===== config.mk =====
export PLATFORM = sky130hd
export DESIGN_NAME = cash_dispense_sequencer_flat
export DESIGN_NICKNAME = d
export VERILOG_FILES = /design/src/rtl/cash_dispense_if.sv /design/src/rtl/cash_dispense_sequencer.sv /design/src/flat_wrapper.sv
export SDC_FILE = /design/constraint.sdc
export NUM_CORES = 1
export LEC_CHECK = 0
export BUFFER_PORTS_ARGS = -buffer_cell sky130_fd_sc_hd__buf_2
export CAP_MARGIN = 20
export CORE_UTILIZATION = 60
export DETAILED_ROUTE_END_ITERATION = 6
export PLACE_DENSITY = 0.8
export SYNTH_ARGS = -nofsm -noshare
export SYNTH_HDL_FRONTEND = slang
export SYNTH_SLANG_ARGS = --single-unit
export TNS_END_PERCENT = 1

===== constraint.sdc =====
create_clock -name clk -period 9.8 [get_ports clk]
set_input_delay 0.49 -clock clk [delete_from_list [all_inputs] [get_ports clk]]
set_output_delay 0.49 -clock clk [all_outputs]
set_load 0.01 [all_outputs]

===== src/rtl/cash_dispense_if.sv =====
// Purpose : front-end and note-mechanism signal bundle for cash_dispense_sequencer.
// Latency : none, wires only.
// Backpressure: note_req is held until note_ack or timeout; start is only taken when busy is low.
// Ports: master = front-end/mechanism side (drives start, amount, cancel, refill, note_ack);
//        slave  = sequencer side (drives note_req/sel, status pulses, counters, inventories).
interface cash_dispense_if #(
   parameter int AMT_W = 14,
   parameter int CNT_W = 8
);
   logic             start;
   logic [AMT_W-1:0] amount;
   logic             cancel;
   logic             refill;
   logic             note_ack;
   logic             note_req;
   logic [1:0]       note_sel;
   logic             busy;
   logic             done;
   logic             error;
   logic [1:0]       err_code;
   logic [9:0]       notes_dispensed;
   logic [AMT_W-1:0] cash_dispensed;
   logic [CNT_W-1:0] inv_100;
   logic [CNT_W-1:0] inv_50;
   logic [CNT_W-1:0] inv_20;
   logic [CNT_W-1:0] inv_10;

   modport master (
      output start, amount, cancel, refill, note_ack,
      input  note_req, note_sel, busy, done, error, err_code,
             notes_dispensed, cash_dispensed, inv_100, inv_50, inv_20, inv_10
   );

   modport slave (
      input  start, amount, cancel, refill, note_ack,
      output note_req, note_sel, busy, done, error, err_code,
             notes_dispensed, cash_dispensed, inv_100, inv_50, inv_20, inv_10
   );
endinterface


===== src/rtl/cash_dispense_sequencer.sv =====
// Purpose : plans a greedy note mix against cassette inventory and dispenses it one note at a time.
// Latency : 1 accept + N plan + (k+2) per note + 1 finish; done/error are registered one-cycle pulses.
// Backpressure: each note_req waits up to ACK_TIMEOUT cycles for note_ack, then aborts with JAM.
// Ports: clk, rst (sync, active-high); bus (slave modport of cash_dispense_if) carries the
//        request/abort/refill inputs, note req/ack handshake, status pulses, counters and inventories.
module cash_dispense_sequencer #(
   parameter int AMT_W       = 14,
   parameter int MAX_AMT     = 7000,
   parameter int CNT_W       = 8,
   parameter int INIT_NOTES  = 10,
   parameter int ACK_TIMEOUT = 16
) (
   input logic             clk,
   input logic             rst,
   cash_dispense_if.slave  bus
);
   localparam int TO_W = $clog2(ACK_TIMEOUT + 1);

   typedef enum logic [2:0] {IDLE, PLAN, REQ, GAP, FINISH} state_t;

   // Denomination index: 0=100, 1=50, 2=20, 3=10 (same as note_sel).
   function automatic logic [AMT_W-1:0] denom(input logic [1:0] idx);
      case (idx)
         2'd0:    denom = AMT_W'(100);
         2'd1:    denom = AMT_W'(50);
         2'd2:    denom = AMT_W'(20);
         default: denom = AMT_W'(10);
      endcase
   endfunction

   state_t           state, state_d;
   logic [CNT_W-1:0] inv [4];
   logic [CNT_W-1:0] tmp [4];
   logic [9:0]       p   [4];
   logic [AMT_W-1:0] rem;
   logic [TO_W-1:0]  to_cnt;
   logic [1:0]       cur_sel, next_sel;
   logic [9:0]       notes_cnt;
   logic [AMT_W-1:0] cash_cnt;
   logic             done_r, error_r;
   logic [1:0]       err_code_r;

   logic             accept, bad_amt, do_refill, alloc, insuff, ack_take, jam, finish;
   logic             amt_bad;
   logic             plan_ok, pn_ok, gn_ok;
   logic [1:0]       plan_idx, pn_idx, gn_idx;
   logic [AMT_W-1:0] rem_after;
   logic [9:0]       p_plus [4];

   assign amt_bad = (bus.amount == '0) || (bus.amount > AMT_W'(MAX_AMT)) ||
                    ((bus.amount % AMT_W'(10)) != '0);

   always_ff @(posedge clk) begin
      if (rst) state <= IDLE;
      else     state <= state_d;
   end

   always_comb begin
      state_d   = state;
      accept    = 1'b0;
      bad_amt   = 1'b0;
      do_refill = 1'b0;
      alloc     = 1'b0;
      insuff    = 1'b0;
      ack_take  = 1'b0;
      jam       = 1'b0;
      finish    = 1'b0;
      next_sel  = cur_sel;
      plan_ok   = 1'b0;
      plan_idx  = 2'd0;
      pn_ok     = 1'b0;
      pn_idx    = 2'd0;
      gn_ok     = 1'b0;
      gn_idx    = 2'd0;

      // Scan small-to-large so the last hit is the largest qualifying note.
      for (int i = 3; i >= 0; i--) begin
         if (tmp[i] != '0 && denom(2'(i)) <= rem) begin
            plan_ok  = 1'b1;
            plan_idx = 2'(i);
         end
      end
      rem_after = rem - denom(plan_idx);

      // Plan counts as they will be after this cycle's allocation, so the
      // first REQ can be chosen in the same cycle the plan completes.
      for (int i = 0; i < 4; i++)
         p_plus[i] = p[i] + {9'd0, (plan_ok && plan_idx == 2'(i))};
      for (int i = 3; i >= 0; i--) begin
         if (p_plus[i] != '0) begin
            pn_ok  = 1'b1;
            pn_idx = 2'(i);
         end
         if (p[i] != '0) begin
            gn_ok  = 1'b1;
            gn_idx = 2'(i);
         end
      end

      case (state)
         IDLE: begin
            if (bus.start) begin
               accept = 1'b1;
               if (amt_bad) bad_amt = 1'b1;
               else         state_d = PLAN;
            end else if (bus.refill) begin
               do_refill = 1'b1;
            end
         end
         PLAN: begin
            if (bus.cancel) begin
               state_d = IDLE;
            end else if (plan_ok) begin
               alloc = 1'b1;
               if (rem_after == '0) begin
                  state_d  = REQ;
                  next_sel = pn_idx;
               end
            end else begin
               insuff  = 1'b1;
               state_d = IDLE;
            end
         end
         REQ: begin
            // An ack in the last allowed cycle still counts.
            if (bus.note_ack) begin
               ack_take = 1'b1;
               state_d  = GAP;
            end else if (to_cnt == TO_W'(ACK_TIMEOUT - 1)) begin
               jam     = 1'b1;
               state_d = IDLE;
            end
         end
         GAP: begin
            if (gn_ok) begin
               state_d  = REQ;
               next_sel = gn_idx;
            end else begin
               state_d = FINISH;
            end
         end
         FINISH: begin
            finish  = 1'b1;
            state_d = IDLE;
         end
         default: state_d = IDLE;
      endcase
   end

   always_ff @(posedge clk) begin
      if (rst) begin
         for (int i = 0; i < 4; i++) begin
            inv[i] <= CNT_W'(INIT_NOTES);
            tmp[i] <= '0;
            p[i]   <= '0;
         end
         rem        <= '0;
         to_cnt     <= '0;
         cur_sel    <= 2'd0;
         notes_cnt  <= '0;
         cash_cnt   <= '0;
         done_r     <= 1'b0;
         error_r    <= 1'b0;
         err_code_r <= 2'd0;
      end else begin
         done_r  <= finish;
         error_r <= bad_amt | insuff | jam;
         cur_sel <= next_sel;

         if (accept) begin
            notes_cnt  <= '0;
            cash_cnt   <= '0;
            err_code_r <= bad_amt ? 2'd1 : 2'd0;
            if (!bad_amt) begin
               rem <= bus.amount;
               for (int i = 0; i < 4; i++) begin
                  tmp[i] <= inv[i];
                  p[i]   <= '0;
               end
            end
         end

         if (do_refill)
            for (int i = 0; i < 4; i++) inv[i] <= CNT_W'(INIT_NOTES);

         if (alloc) begin
            p[plan_idx]   <= p[plan_idx] + 10'd1;
            tmp[plan_idx] <= tmp[plan_idx] - CNT_W'(1);
            rem           <= rem_after;
         end

         if (insuff) err_code_r <= 2'd2;
         if (jam)    err_code_r <= 2'd3;

         if (state == REQ) to_cnt <= to_cnt + TO_W'(1);
         else              to_cnt <= '0;

         if (ack_take) begin
            inv[cur_sel] <= inv[cur_sel] - CNT_W'(1);
            p[cur_sel]   <= p[cur_sel] - 10'd1;
            notes_cnt    <= notes_cnt + 10'd1;
            cash_cnt     <= cash_cnt + denom(cur_sel);
         end
      end
   end

   assign bus.busy            = (state != IDLE);
   assign bus.note_req        = (state == REQ);
   assign bus.note_sel        = cur_sel;
   assign bus.done            = done_r;
   assign bus.error           = error_r;
   assign bus.err_code        = err_code_r;
   assign bus.notes_dispensed = notes_cnt;
   assign bus.cash_dispensed  = cash_cnt;
   assign bus.inv_100         = inv[0];
   assign bus.inv_50          = inv[1];
   assign bus.inv_20          = inv[2];
   assign bus.inv_10          = inv[3];
endmodule


===== src/flat_wrapper.sv =====
// flat-port wrapper written by rule: the top's interface ports become plain ports
module cash_dispense_sequencer_flat 
#(
   parameter int AMT_W       = 14,
   parameter int MAX_AMT     = 7000,
   parameter int CNT_W       = 8,
   parameter int INIT_NOTES  = 10,
   parameter int ACK_TIMEOUT = 16
)
  (clk, rst, bus_start, bus_amount, bus_cancel, bus_refill, bus_note_ack, bus_note_req, bus_note_sel, bus_busy, bus_done, bus_error, bus_err_code, bus_notes_dispensed, bus_cash_dispensed, bus_inv_100, bus_inv_50, bus_inv_20, bus_inv_10);
  cash_dispense_if #(.AMT_W(AMT_W), .CNT_W(CNT_W)) bus_i ();
  input logic clk;
  input logic rst;
  input wire logic [$bits(bus_i.start)-1:0] bus_start;
  input wire logic [$bits(bus_i.amount)-1:0] bus_amount;
  input wire logic [$bits(bus_i.cancel)-1:0] bus_cancel;
  input wire logic [$bits(bus_i.refill)-1:0] bus_refill;
  input wire logic [$bits(bus_i.note_ack)-1:0] bus_note_ack;
  output wire logic [$bits(bus_i.note_req)-1:0] bus_note_req;
  output wire logic [$bits(bus_i.note_sel)-1:0] bus_note_sel;
  output wire logic [$bits(bus_i.busy)-1:0] bus_busy;
  output wire logic [$bits(bus_i.done)-1:0] bus_done;
  output wire logic [$bits(bus_i.error)-1:0] bus_error;
  output wire logic [$bits(bus_i.err_code)-1:0] bus_err_code;
  output wire logic [$bits(bus_i.notes_dispensed)-1:0] bus_notes_dispensed;
  output wire logic [$bits(bus_i.cash_dispensed)-1:0] bus_cash_dispensed;
  output wire logic [$bits(bus_i.inv_100)-1:0] bus_inv_100;
  output wire logic [$bits(bus_i.inv_50)-1:0] bus_inv_50;
  output wire logic [$bits(bus_i.inv_20)-1:0] bus_inv_20;
  output wire logic [$bits(bus_i.inv_10)-1:0] bus_inv_10;
  assign bus_i.start = bus_start;
  assign bus_i.amount = bus_amount;
  assign bus_i.cancel = bus_cancel;
  assign bus_i.refill = bus_refill;
  assign bus_i.note_ack = bus_note_ack;
  assign bus_note_req = bus_i.note_req;
  assign bus_note_sel = bus_i.note_sel;
  assign bus_busy = bus_i.busy;
  assign bus_done = bus_i.done;
  assign bus_error = bus_i.error;
  assign bus_err_code = bus_i.err_code;
  assign bus_notes_dispensed = bus_i.notes_dispensed;
  assign bus_cash_dispensed = bus_i.cash_dispensed;
  assign bus_inv_100 = bus_i.inv_100;
  assign bus_inv_50 = bus_i.inv_50;
  assign bus_inv_20 = bus_i.inv_20;
  assign bus_inv_10 = bus_i.inv_10;
  cash_dispense_sequencer #(.AMT_W(AMT_W), .MAX_AMT(MAX_AMT), .CNT_W(CNT_W), .INIT_NOTES(INIT_NOTES), .ACK_TIMEOUT(ACK_TIMEOUT)) u_core (.clk(clk), .rst(rst), .bus(bus_i));
endmodule

==> impl_results.html, run 1 <==
<table>
<tr><th>Metric</th><th>Value</th></tr>
<tr><th colspan="2">Power</th></tr>
<tr><td>Peak supply drop</td><td>166 uV</td></tr>
<tr><td>Total power of the final layout</td><td>2380 uW</td></tr>
<tr><td>Leakage power</td><td>0.00444 uW</td></tr>
<tr><td>Power density of the placed cells</td><td>around 200 nW/um2</td></tr>
<tr><th colspan="2">Floorplanning</th></tr>
<tr><td>Number of placement rows</td><td>48</td></tr>
<tr><td>Height of the die</td><td>about 140 um</td></tr>
<tr><td>Core ar.</td><td>17,400 um2</td></tr>
<tr><td>Die outline area</td><td>18,500 um2</td></tr>
<tr><td>Initial standard-cell utilization of the core</td><td>0.619</td></tr>
<tr><td>Io pins</td><td>84</td></tr>
<tr><td>Die span in x</td><td>136 um</td></tr>
<tr><th colspan="2">Drt</th></tr>
<tr><td>Routed WL</td><td>27,600 um</td></tr>
<tr><td>Remaining antenna violation count</td><td>0</td></tr>
<tr><td>TritonRoute pass-1 iters</td><td>5</td></tr>
<tr><td>Iteration-0 DRC Markers</td><td>683</td></tr>
<tr><td>Average wire per cell in the routed design</td><td>19.9 um</td></tr>
<tr><td>Routed vias</td><td>9,069</td></tr>
<tr><td>Post-detailed-route via-to-cell ratio</td><td>6.55</td></tr>
<tr><td>DRC</td><td>0</td></tr>
<tr><th colspan="2">Synthesis</th></tr>
<tr><td>Flops &amp; latches, synth</td><td>about 160</td></tr>
<tr><td>Gate count of the mapped netlist</td><td>1,095</td></tr>
<tr><td>Async set or reset register ratio after synthesis</td><td>0</td></tr>
<tr><td>Synthesized Nets</td><td>1,155</td></tr>
<tr><td>Commonest register cell after synthesis</td><td>edfxtp_1</td></tr>
<tr><td>Area of the mapped netlist</td><td>10,800 um2</td></tr>
<tr><td>Mean post-synth cell area</td><td>9.85 um2</td></tr>
<tr><td>Number of enable-type register cells in the synthesized netlist</td><td>104</td></tr>
<tr><td>Count of distinct cell types in the synthesized netlist</td><td>108</td></tr>
<tr><td>Count of warnings emitted by yosys</td><td>0</td></tr>
<tr><td>Sequential element share of the synthesized area</td><td>0.388</td></tr>
<tr><th colspan="2">Setup path</th></tr>
<tr><td>Worst R2R End</td><td>u_core.bus.note_sel[1]</td></tr>
<tr><td>Origin of the critical flop-to-flop path</td><td>u_core.rem[9]</td></tr>
<tr><td>Depth of the worst register-to-register path</td><td>23</td></tr>
<tr><td>Flop2flop setup slack</td><td>about 3.9 ns</td></tr>
<tr><td>CP Max Fanout</td><td>23</td></tr>
<tr><td>Endpoint kind of the worst setup timing path</td><td>flip-flop</td></tr>
<tr><td>Category of the most critical setup path</td><td>reg2reg</td></tr>
<tr><td>Type of element launching the critical path</td><td>flip-flop</td></tr>
<tr><td>Critical path data required time</td><td>~10 ns</td></tr>
<tr><td>Data arrival time of the critical path</td><td>6.24 ns</td></tr>
<tr><th colspan="2">Clock network</th></tr>
<tr><td>Master cell of the clock root buffer</td><td>clkbuf_16</td></tr>
<tr><td>Skew-Pair Late Insertion Delay</td><td>0.43 ns</td></tr>
<tr><td>Post-CTS setup repair buffer count</td><td>0</td></tr>
<tr><td>Clock-pin transition on the worst setup and hold timing paths</td><td>roughly 0.06 ns</td></tr>
<tr><td>Clock Tree Buf Depth</td><td>2</td></tr>
<tr><td>Number of hold buffers added after CTS</td><td>0</td></tr>
<tr><td>Clk sinks</td><td>157</td></tr>
<tr><td>Clock tree from TritonCTS</td><td>built</td></tr>
<tr><td>Resize count post-CTS</td><td>0</td></tr>
<tr><td>TritonCTS buffer count</td><td>17</td></tr>
<tr><td>Maximum level of the CTS H-tree</td><td>4</td></tr>
<tr><th colspan="2">Hold path</th></tr>
<tr><td>Hold depth</td><td>1</td></tr>
<tr><td>Start point of the worst hold path</td><td>u_core.to_cnt[0]</td></tr>
<tr><td>Capture endpoint of the worst hold path</td><td>u_core.to_cnt[0]</td></tr>
<tr><td>Tightest Hold Check Type</td><td>reg2reg</td></tr>
<tr><th colspan="2">Final layout</th></tr>
<tr><td>Fraction of final layout cells with drive strength greater than 1</td><td>0.172</td></tr>
<tr><td>Number of diodes added for antenna fixing</td><td>0</td></tr>
<tr><td>Final nets</td><td>~1,200</td></tr>
<tr><td>Commonest cells after routing, fill and taps aside</td><td>151 x nor2_1, 104 x edfxtp_1, 82 x buf_2</td></tr>
<tr><td>Cell Count, Final, Fillers Out</td><td>approximately 1,400</td></tr>
<tr><td>Area growth from synthesis to final layout</td><td>9.37%</td></tr>
<tr><td>Most frequent standard cell in the layout excluding fill and tap cells</td><td>nor2_1</td></tr>
<tr><th colspan="2">Global routing</th></tr>
<tr><td>Total gr overflow</td><td>0</td></tr>
<tr><td>Largest net degree at the start of global routing</td><td>54</td></tr>
<tr><td>Total routing resource utilization after global routing</td><td>0.308</td></tr>
<tr><td>Wire length of the first global-routing pass</td><td>43,800 um</td></tr>
<tr><td>Number of global-route vias before repair</td><td>8,407</td></tr>
<tr><td>Initial antenna violation count</td><td>0</td></tr>
<tr><th colspan="2">Timing</th></tr>
<tr><td>Number of pins exceeding their max-slew limit in the final report</td><td>0</td></tr>
<tr><td>Final setup fails</td><td>0</td></tr>
<tr><td>Least-Margin Pin Slew</td><td>approximately 1.2 ns</td></tr>
<tr><td>Slew headroom</td><td>0.183</td></tr>
<tr><td>RSZ-0062 raised after global routing</td><td>no</td></tr>
<tr><td>Min Clock Period, post-route</td><td>5.91 ns</td></tr>
<tr><td>Total count of hold-check failures in the final report</td><td>0</td></tr>
<tr><td>Final clock period utilization by the worst path</td><td>0.603</td></tr>
<tr><td>Achievable clock frequency</td><td>roughly 0.17 GHz</td></tr>
<tr><td>Fin Setup TNS</td><td>0 ns</td></tr>
<tr><td>Worst-case clock skew</td><td>0.00677 ns</td></tr>
<tr><th colspan="2">Placed design</th></tr>
<tr><td>Placed wire-length estimate</td><td>20,500 um</td></tr>
<tr><td>Routability cong.</td><td>1.02</td></tr>
<tr><td>Number of placed cells counting well taps</td><td>1,351</td></tr>
<tr><td>Count of input and output buffers</td><td>82</td></tr>
<tr><th colspan="2">Run</th></tr>
<tr><td>Max cap viols</td><td>0</td></tr>
<tr><th colspan="2">Status</th></tr>
<tr><td>Status</td><td>completed</td></tr>
</table>
[cell type report]
| cell class | count | area [um2] |
|---|---|---|
| Timing Repair Buffer | 90 | 478 |
| Clock buffer | 19 | 433 |
| Fill cell | 1410 | 5620 |
| Multi-Input combinational cell | 841 | 6140 |
| Sequential cell | 157 | 4180 |
| Tap cell | 225 | 282 |
| Clock inverter | 13 | 131 |
| Inverter | 39 | 146 |
[report_power, final]
part	internal (uW)	switching (uW)	total, uW
Sequential	735	31.2	766
Clock	356	288	643
Combinational	376	598	974
Total	1470	917	2380
[per-layer routing]
metal,up-vias,wire (um),GRT usage,share of wire
met3,68,2240,0.0589,0.081
met4,0,721,0.120,0.026
li1,4245,-,-,-
met1,4329,11700,0.420,0.42
met2,427,12900,0.484,0.47
met5,-,0,0,0
[through the flow]
stage	cell area (um2)	util	setup WS, ns	hold WS, ns
detailed placement	11200	0.644	3.59	0.439
CTS	11800	0.677	3.56	0.450
floorplan	10800	-	4.71	0.418
global route	11800	0.677	3.47	0.474
finish	11800	0.677	3.89	0.451
global placement	11200	0.644	3.79	0.433
[worst max-delay path: stages, from the launching register on]
cell,delay [ns]
dfxtp_1,0.36
nor4_2,0.39
or4b_1,0.56
nor3_1,0.26
a31o_2,0.21
nor2b_1,0.20
or2_1,0.13
buf_4,0.38
inv_1,0.16
ha_1,0.20
inv_1,0.07
ha_1,0.25
o21ai_0,0.09
nand2b_1,0.12
a21o_1,0.20
a21o_1,0.19
a21oi_1,0.32
xnor2_1,0.16
nand3b_1,0.08
a2111oi_0,0.69
a32oi_1,0.19
nor2b_1,0.26
nor2_1,0.07
a211oi_1,0.26
[kinds of logic (layout without fill, tap and decap cells)]
| kind of cell | count (synthesis) | after routing | share of synthesized area |
|---|---|---|---|
| multiplexers | 49 | 49 | 0.0880 |
| AND/OR/NAND/NOR | 454 | 454 | 0.219 |
| other | 1 | 1 | 0.000348 |
| AO/OA/AOI/OAI | 242 | 242 | 0.169 |
| buffers and inverters | 97 | 161 | 0.0428 |
| XOR/XNOR | 53 | 53 | 0.0437 |
| flip-flops | 157 | 157 | 0.388 |
| adder cells (fa/ha/maj) | 42 | 42 | 0.0496 |
[worst max-delay path by stage]
stage,endpoint,slack [ns],startpoint,cells after the start
CTS,u_core.bus.note_sel[1],3.56,u_core.rem[9],20
detailed placement,u_core.bus.note_sel[1],3.59,u_core.rem[9],20
finish,u_core.bus.note_sel[1],3.89,u_core.rem[9],23
global placement,flip-flop,3.79,u_core.rem[9],20
global route,u_core.bus.note_sel[1],3.47,u_core.rem[9],23
floorplan,flip-flop,4.71,u_core.rem[9],24
[cells in the mapped netlist, types with 8 or more instances]
master / instances / area share
or4_1: 9 / 0.0063
buf_4: 8 / 0.0056
nor2b_1: 21 / 0.012
xor2_1: 27 / 0.022
a31oi_1: 12 / 0.0070
a211oi_1: 8 / 0.0056
a21o_1: 11 / 0.0077
mux2i_1: 11 / 0.010
o21a_1: 9 / 0.0063
mux4_2: 36 / 0.075
edfxtp_1: 104 / 0.29
nand2b_1: 14 / 0.0081
o211ai_1: 8 / 0.0056
o21ai_0: 19 / 0.0088
a22oi_1: 12 / 0.0084
nand3_1: 50 / 0.023
inv_1: 38 / 0.013
nand4_1: 15 / 0.0087
nor4_1: 12 / 0.0070
nor3_1: 32 / 0.015
buf_2: 12 / 0.0056
o2bb2ai_1: 24 / 0.019
a21oi_1: 57 / 0.026
xnor2_1: 25 / 0.020
and2_1: 13 / 0.0075
dfxtp_1: 53 / 0.098
nor2_1: 152 / 0.053
nand2_1: 71 / 0.025
ha_1: 38 / 0.044
and3_1: 10 / 0.0058
clkbuf_1: 28 / 0.0097
[registers in the layout (all words and copies together), names as in the netlist, named ones only]
register                    count
u_core.bus.cash_dispensed      13
u_core.rem                     14
u_core.bus.note_sel             2
u_core.bus.notes_dispensed     10
u_core.tmp                     32
u_core.inv                     32
u_core.state                    3
u_core.bus.error                1
u_core.bus.done                 1
u_core.p                       40
u_core.bus.err_code             2
u_core.to_cnt                   5
Power figures use the tool's default switching activity.
==> inputs of run 2 (changes only) <==
- CORE_UTILIZATION: 60 -> 56
- PLACE_DENSITY: 0.8 -> 0.78
- clock period: 9.8 -> 5.4 ns (I/O delays scaled with it)
==> run 2 against run 1 <==
Sequential power rose by 81%; routed wire length up 1.7%; utilization fell by 4.6 points; clock-buffer cell count up 2; critical path type unchanged; first-iteration DRC count grew 46%; final cell count increased by 0.94%; die area is 7.0% higher.
==> impl_results.html, run 2 (same netlist as run 1, synthesis figures left out) <==
<table>
<tr><th>Metric</th><th>Value</th></tr>
<tr><th colspan="2">Setup path</th></tr>
<tr><td>Cell breakdown of the critical path</td><td>nor4_4, or4b_4, a31oi_1, a21oi_1, nand2b_1, or2_1, inv_1, ha_1, inv_1, ha_1, o21ai_0, nand2b_1, a21o_1, a21o_1, a21oi_2, xnor2_1, nand3b_1, a2111oi_4, a32oi_1, nor2b_2, nor2_1, a211oi_1</td></tr>
<tr><td>Data arrival time of the critical path</td><td>5.40 ns</td></tr>
<tr><td>Endpoint kind of the worst setup timing path</td><td>flip-flop</td></tr>
<tr><td>Critical path data required time</td><td>approximately 5.7 ns</td></tr>
<tr><td>Slowest cell on the critical path</td><td>or4b_4</td></tr>
<tr><td>Category of the most critical setup path</td><td>reg2reg</td></tr>
<tr><td>Critical Path Max Stage Delay</td><td>approximately 0.54 ns</td></tr>
<tr><td>Type of element launching the critical path</td><td>flip-flop</td></tr>
<tr><td>CP Max Fanout</td><td>7</td></tr>
<tr><th colspan="2">Final layout</th></tr>
<tr><td>Most frequent standard cell in the layout excluding fill and tap cells</td><td>nor2_1</td></tr>
<tr><td>Area growth from synthesis to final layout</td><td>9.94%</td></tr>
<tr><td>Fraction of final layout cells with drive strength greater than 1</td><td>0.178</td></tr>
<tr><td>Multi-input logic area</td><td>6190 um2</td></tr>
<tr><td>Final Cell Area</td><td>11,900 um2</td></tr>
<tr><td>Number of diodes added for antenna fixing</td><td>0</td></tr>
<tr><td>Largest registers</td><td>u_core.p: 40 flops, u_core.inv: 32 flops, u_core.tmp: 32 flops</td></tr>
<tr><td>Largest register FFs</td><td>40</td></tr>
<tr><td>Final nets</td><td>1,210</td></tr>
<tr><td>Number of fill cells in the layout</td><td>roughly 1,500</td></tr>
<tr><td>Top reg by flops</td><td>u_core.p</td></tr>
<tr><td>Core Util, Final</td><td>0.632</td></tr>
<tr><td>FF+latch area</td><td>about 4200 um2</td></tr>
<tr><td>Commonest cells after routing, fill and taps aside</td><td>151 x nor2_1, 104 x edfxtp_1, 82 x buf_2</td></tr>
<tr><th colspan="2">Timing</th></tr>
<tr><td>Slew headroom</td><td>0.334</td></tr>
<tr><td>Least-Margin Pin Slew</td><td>0.999 ns</td></tr>
<tr><td>Final worst setup slack</td><td>0.320 ns</td></tr>
<tr><td>Total count of hold-check failures in the final report</td><td>0</td></tr>
<tr><td>Final setup fails</td><td>0</td></tr>
<tr><td>Worst-case clock skew</td><td>0.0113 ns</td></tr>
<tr><td>Achievable clock frequency</td><td>approximately 0.2 GHz</td></tr>
<tr><td>Number of pins exceeding their max-slew limit in the final report</td><td>0</td></tr>
<tr><td>Final clock period utilization by the worst path</td><td>0.941</td></tr>
<tr><td>Min Clock Period, post-route</td><td>5.08 ns</td></tr>
<tr><th colspan="2">Power</th></tr>
<tr><td>Power density of the placed cells</td><td>364 nW/um2</td></tr>
<tr><td>Leakage power</td><td>0.00444 uW</td></tr>
<tr><td>Total power of the final layout</td><td>4320 uW</td></tr>
<tr><td>Peak supply drop</td><td>about 260 uV</td></tr>
<tr><th colspan="2">Global routing</th></tr>
<tr><td>Total gr overflow</td><td>0</td></tr>
<tr><td>Initial antenna violation count</td><td>0</td></tr>
<tr><td>Largest net degree at the start of global routing</td><td>53</td></tr>
<tr><td>Total routing resource utilization after global routing</td><td>0.290</td></tr>
<tr><td>Wire length of the first global-routing pass</td><td>45,000 um</td></tr>
<tr><td>Number of global-route vias before repair</td><td>8,644</td></tr>
<tr><th colspan="2">Status</th></tr>
<tr><td>Status</td><td>completed</td></tr>
<tr><th colspan="2">Clock network</th></tr>
<tr><td>Skew-Pair Late Insertion Delay</td><td>around 0.43 ns</td></tr>
<tr><td>Clk sinks</td><td>between 150 and 200</td></tr>
<tr><td>Clock Tree Buf Depth</td><td>2</td></tr>
<tr><td>TritonCTS buffer count</td><td>17</td></tr>
<tr><td>Clock tree from TritonCTS</td><td>built</td></tr>
<tr><td>Master cell of the clock root buffer</td><td>clkbuf_16</td></tr>
<tr><td>Clock-pin transition on the worst setup and hold timing paths</td><td>0.06 ns</td></tr>
<tr><td>Maximum level of the CTS H-tree</td><td>4</td></tr>
<tr><td>Number of hold buffers added after CTS</td><td>0</td></tr>
<tr><th colspan="2">Drt</th></tr>
<tr><td>TritonRoute pass-1 iters</td><td>7</td></tr>
<tr><td>DRC</td><td>0</td></tr>
<tr><td>Routed vias</td><td>about 9,200</td></tr>
<tr><td>Routed WL</td><td>28,100 um</td></tr>
<tr><td>Average wire per cell in the routed design</td><td>20.1 um</td></tr>
<tr><td>Post-detailed-route via-to-cell ratio</td><td>6.58</td></tr>
<tr><td>Remaining antenna violation count</td><td>0</td></tr>
<tr><td>Iteration-0 DRC Markers</td><td>a little under 1,000</td></tr>
<tr><th colspan="2">Floorplanning</th></tr>
<tr><td>Height of the die</td><td>approximately 140 um</td></tr>
<tr><td>Initial standard-cell utilization of the core</td><td>0.575</td></tr>
<tr><td>Number of placement rows</td><td>50</td></tr>
<tr><td>Core ar.</td><td>~19,000 um2</td></tr>
<tr><td>Io pins</td><td>84</td></tr>
<tr><td>Die span in x</td><td>141 um</td></tr>
<tr><td>Die outline area</td><td>just under 20,000 um2</td></tr>
<tr><th colspan="2">Placed design</th></tr>
<tr><td>Setup Slack @ Placement</td><td>-0.145 ns</td></tr>
<tr><td>Routability cong.</td><td>0.993</td></tr>
<tr><td>Placed wire-length estimate</td><td>20,900 um</td></tr>
<tr><td>Post-Place Cell Area</td><td>11,300 um2</td></tr>
<tr><td>Count of input and output buffers</td><td>about 80</td></tr>
<tr><th colspan="2">Run</th></tr>
<tr><td>Max cap viols</td><td>0</td></tr>
<tr><th colspan="2">Hold path</th></tr>
<tr><td>Tightest Hold Check Type</td><td>in2reg</td></tr>
</table>
run 2: path summary, 6_finish.rpt:
kind,slack [ns],startpoint,depth (start not counted),endpoint
worst max register to register,0.32,u_core.rem[9],22,u_core.bus.note_sel[1]
worst max-delay path,0.32,u_core.rem[9],22,u_core.bus.note_sel[1]
worst min-delay path,0.26,bus_amount[2],3,u_core.rem[2]
worst min register to register,0.45,u_core.to_cnt[0],1,u_core.to_cnt[0]
run 2: repair_timing:
action                                  CTS  global route
buffers inserted                          0             0
endpoints found under the setup margin    4             5
resized for setup                         2             8
run 2: routing by layer:
layer	share of wire	GRT usage
met1	0.42	0.391
met2	0.48	0.471
met3	0.072	0.0452
met4	0.032	0.116
met5	0	0
run 2: per-stage QoR:
| stage | setup TNS, ns | hold slack, ns | instances |
|---|---|---|---|
| final | 0 | 0.256 | 1397 |
| after global routing | -0.0719 | 0.279 | 1397 |
| after detailed placement | -0.503 | 0.449 | 1365 |
| after floorplan | 0 | 0.418 | 1095 |
| after global placement | 0 | 0.433 | 1365 |
| after CTS | 0 | 0.232 | 1397 |
run 2: final cells by class:
| type | instances | share of cell area |
|---|---|---|
| Multi-Input combinational cell | 841 | 0.522 |
| Clock buffer | 21 | 0.0371 |
| Tap cell | 234 | 0.0247 |
| Sequential cell | 157 | 0.353 |
| Inverter | 39 | 0.0123 |
| Clock inverter | 11 | 0.00844 |
| Timing Repair Buffer | 94 | 0.0425 |
run 2: report_power, final:
part / leakage, uW / switching (uW) / internal [uW]
Sequential: 0.00149 / 59.4 / 1330
Clock: 0.000237 / 477 / 631
Combinational: 0.00271 / 1110 / 708
run 2: critical path: cells and delay by family (launching register included):
kind,cells,cell delay [ns]
and+or+nand+nor,8,1.91
xor gates and xnor gates,1,0.16
buffers and inverters,2,0.17
adders and majority gates,2,0.46
AOI/OAI and AO/OA,9,1.89
DFF,1,0.39
==> inputs of run 3 (changes only) <==
- PLACE_DENSITY: 0.78 -> 0.85
==> run 3 against run 2 <==
Highest routed layer unchanged; global-route usage grew 0.53 points; die area stayed put; combinational power is 3% higher; clock skew hardly changed; clock-buffer cell count fell by 4; power up 2.3%; first-iteration DRC count up 17%; cell area is essentially flat; sequential share of layout area is essentially flat; sequential power about the same; clock power is 5% higher; worst hold slack got worse by 0.0018 ns.
==> impl_results.html, run 3 (same netlist as run 1, synthesis figures left out) <==
<table>
<tr><th>Metric</th><th>Value</th></tr>
<tr><th colspan="2">Status</th></tr>
<tr><td>Status</td><td>completed</td></tr>
<tr><th colspan="2">Setup path</th></tr>
<tr><td>Critical path data required time</td><td>between 5 and 6 ns</td></tr>
<tr><td>Category of the most critical setup path</td><td>reg2reg</td></tr>
<tr><td>Depth of the worst register-to-register path</td><td>22</td></tr>
<tr><td>Worst R2R End</td><td>u_core.bus.note_sel[1]</td></tr>
<tr><td>Type of element launching the critical path</td><td>flip-flop</td></tr>
<tr><td>Endpoint kind of the worst setup timing path</td><td>flip-flop</td></tr>
<tr><td>CP Max Fanout</td><td>7</td></tr>
<tr><td>Flop2flop setup slack</td><td>0.26 ns</td></tr>
<tr><td>Data arrival time of the critical path</td><td>5.47 ns</td></tr>
<tr><td>Origin of the critical flop-to-flop path</td><td>u_core.rem[9]</td></tr>
<tr><th colspan="2">Power</th></tr>
<tr><td>Power density of the placed cells</td><td>roughly 370 nW/um2</td></tr>
<tr><td>Total power of the final layout</td><td>4420 uW</td></tr>
<tr><td>Leakage power</td><td>0.00446 uW</td></tr>
<tr><td>Peak supply drop</td><td>282 uV</td></tr>
<tr><th colspan="2">Timing</th></tr>
<tr><td>Final clock period utilization by the worst path</td><td>0.951</td></tr>
<tr><td>Final setup fails</td><td>0</td></tr>
<tr><td>Min Clock Period, post-route</td><td>5.14 ns</td></tr>
<tr><td>Least-Margin Pin Slew</td><td>between 1 and 1.5 ns</td></tr>
<tr><td>Slew headroom</td><td>0.219</td></tr>
<tr><td>Number of pins exceeding their max-slew limit in the final report</td><td>0</td></tr>
<tr><td>Achievable clock frequency</td><td>~0.19 GHz</td></tr>
<tr><td>Worst-case clock skew</td><td>0.0108 ns</td></tr>
<tr><td>Final worst setup slack</td><td>between 0.2 and 0.3 ns</td></tr>
<tr><td>Fin Setup TNS</td><td>0 ns</td></tr>
<tr><td>RSZ-0062 raised after global routing</td><td>no</td></tr>
<tr><td>Total count of hold-check failures in the final report</td><td>0</td></tr>
<tr><th colspan="2">Final layout</th></tr>
<tr><td>Cell Count, Final, Fillers Out</td><td>1,393</td></tr>
<tr><td>Area growth from synthesis to final layout</td><td>9.95%</td></tr>
<tr><td>Most frequent standard cell in the layout excluding fill and tap cells</td><td>nor2_1</td></tr>
<tr><td>FF+latch area</td><td>4180 um2</td></tr>
<tr><td>Core Util, Final</td><td>0.632</td></tr>
<tr><td>Commonest cells after routing, fill and taps aside</td><td>151 x nor2_1, 104 x edfxtp_1, 82 x buf_2</td></tr>
<tr><td>Largest register FFs</td><td>40</td></tr>
<tr><td>Largest registers</td><td>u_core.p: 40 flops, u_core.inv: 32 flops, u_core.tmp: 32 flops</td></tr>
<tr><td>Multi-input logic area</td><td>between 6000 and 7000 um2</td></tr>
<tr><td>Fraction of final layout cells with drive strength greater than 1</td><td>0.178</td></tr>
<tr><td>Final nets</td><td>roughly 1,200</td></tr>
<tr><td>Number of fill cells in the layout</td><td>between 1,000 and 1,500</td></tr>
<tr><td>Top reg by flops</td><td>u_core.p</td></tr>
<tr><td>Number of diodes added for antenna fixing</td><td>0</td></tr>
<tr><th colspan="2">Global routing</th></tr>
<tr><td>Number of global-route vias before repair</td><td>8,474</td></tr>
<tr><td>Initial antenna violation count</td><td>0</td></tr>
<tr><td>Largest net degree at the start of global routing</td><td>53</td></tr>
<tr><td>Wire length of the first global-routing pass</td><td>between 40,000 and 50,000 um</td></tr>
<tr><td>Total routing resource utilization after global routing</td><td>0.296</td></tr>
<tr><td>Total gr overflow</td><td>0</td></tr>
<tr><th colspan="2">Drt</th></tr>
<tr><td>Average wire per cell in the routed design</td><td>20.6 um</td></tr>
<tr><td>DRC</td><td>0</td></tr>
<tr><td>Remaining antenna violation count</td><td>0</td></tr>
<tr><td>Iteration-0 DRC Markers</td><td>1,165</td></tr>
<tr><td>Wire length on met2</td><td>13,800 um</td></tr>
<tr><td>Highest layer used for signal routing</td><td>met4</td></tr>
<tr><td>Total length of routed met3 wires</td><td>2380 um</td></tr>
<tr><td>Routed vias</td><td>9,165</td></tr>
<tr><td>Routed WL</td><td>between 20,000 and 30,000 um</td></tr>
<tr><td>Post-detailed-route via-to-cell ratio</td><td>6.58</td></tr>
<tr><td>TritonRoute pass-1 iters</td><td>5</td></tr>
<tr><td>Post-Route M1 WL</td><td>11,600 um</td></tr>
<tr><th colspan="2">Floorplanning</th></tr>
<tr><td>Height of the die</td><td>141 um</td></tr>
<tr><td>Io pins</td><td>84</td></tr>
<tr><td>Core ar.</td><td>18,800 um2</td></tr>
<tr><td>Die outline area</td><td>between 15,000 and 20,000 um2</td></tr>
<tr><td>Number of placement rows</td><td>50</td></tr>
<tr><td>Die span in x</td><td>141 um</td></tr>
<tr><td>Initial standard-cell utilization of the core</td><td>0.575</td></tr>
<tr><th colspan="2">Hold path</th></tr>
<tr><td>Capture endpoint of the worst hold path</td><td>u_core.bus.err_code[0]</td></tr>
<tr><td>Tightest Hold Check Type</td><td>in2reg</td></tr>
<tr><td>Hold depth</td><td>4</td></tr>
<tr><td>Start point of the worst hold path</td><td>bus_note_ack</td></tr>
<tr><th colspan="2">Clock network</th></tr>
<tr><td>Number of hold buffers added after CTS</td><td>0</td></tr>
<tr><td>Clock-pin transition on the worst setup and hold timing paths</td><td>roughly 0.07 ns</td></tr>
<tr><td>Clk sinks</td><td>157</td></tr>
<tr><td>Maximum level of the CTS H-tree</td><td>4</td></tr>
<tr><td>Skew-Pair Late Insertion Delay</td><td>0.43 ns</td></tr>
<tr><td>TritonCTS buffer count</td><td>17</td></tr>
<tr><td>Clock tree from TritonCTS</td><td>built</td></tr>
<tr><td>Clock Tree Buf Depth</td><td>2</td></tr>
<tr><td>Master cell of the clock root buffer</td><td>clkbuf_16</td></tr>
<tr><th colspan="2">Placed design</th></tr>
<tr><td>Number of placed cells counting well taps</td><td>around 1,400</td></tr>
<tr><td>Placed wire-length estimate</td><td>21,100 um</td></tr>
<tr><td>Routability cong.</td><td>0.992</td></tr>
<tr><td>Setup Slack @ Placement</td><td>-0.112 ns</td></tr>
<tr><td>Count of input and output buffers</td><td>82</td></tr>
<tr><th colspan="2">Run</th></tr>
<tr><td>Max cap viols</td><td>0</td></tr>
</table>
[run 3: critical path, stage by stage (launching register included)]
cell	delay [ns]
dfxtp_1	0.38
nor4_4	0.36
or4b_4	0.55
a31oi_1	0.18
a21oi_1	0.13
nand2b_1	0.23
or2_1	0.30
inv_1	0.14
ha_1	0.16
inv_1	0.05
ha_1	0.31
o21ai_0	0.10
nand2b_1	0.12
a21o_1	0.19
a21o_1	0.22
a21oi_4	0.22
xnor2_1	0.15
nand3b_1	0.15
a2111oi_4	0.40
a32oi_1	0.19
nor2b_2	0.21
nor2_1	0.06
a211oi_1	0.25
[run 3: through the flow]
| stage | hold slack (ns) | cell area, um2 |
|---|---|---|
| 2_1_floorplan | 0.418 | 10800 |
| 3_3_place_gp | 0.430 | 11200 |
| 3_5_place_dp | 0.447 | 11200 |
| 4_1_cts | 0.233 | 11800 |
| 5_1_grt | 0.259 | 11900 |
| 6_report | 0.254 | 11900 |
[run 3: final cells by class]
class | instances | share of cell area
sequential | 157 | 0.353
inverter | 39 | 0.0123
clock inverter | 15 | 0.0115
multi-input combinational | 841 | 0.523
timing repair buffer | 90 | 0.0400
clock buffer | 17 | 0.0359
tap | 234 | 0.0247
[run 3: routing by layer]
| layer | vias up | track usage |
|---|---|---|
| met5 | - | 0 |
| met4 | 0 | 0.108 |
| met3 | 68 | 0.0591 |
| met2 | 478 | 0.487 |
| met1 | 4372 | 0.387 |
| li1 | 4247 | - |
[run 3: worst max-delay path by stage]
stage / endpoint / from / cells past startpoint / slack, ns
floorplan: flip-flop / u_core.rem[9] / 24 / 0.31
global placement: flip-flop / u_core.rem[9] / 20 / 0.17
detailed placement: flip-flop / u_core.rem[9] / 20 / -0.11
CTS: u_core.bus.note_sel[1] / u_core.rem[9] / 20 / 0.02
global route: u_core.bus.note_sel[1] / u_core.rem[9] / 22 / 0.01
finish: u_core.bus.note_sel[1] / u_core.rem[9] / 22 / 0.26
[run 3: power breakdown]
| group | switching (uW) | internal [uW] | total, uW | leakage [uW] |
|---|---|---|---|---|
| Sequential | 62.7 | 1330 | 1400 | 0.00149 |
| Clock | 520 | 640 | 1160 | 0.000270 |
| Combinational | 1150 | 715 | 1870 | 0.00270 |
[run 3: timing repair]
| action | CTS | global route |
|---|---|---|
| endpoints found under the setup margin | 4 | 6 |
| setup buffers | 0 | 0 |
| gates resized for setup | 2 | 10 |
| cloned | 0 | 0 |
| pin swaps | 0 | 0 |
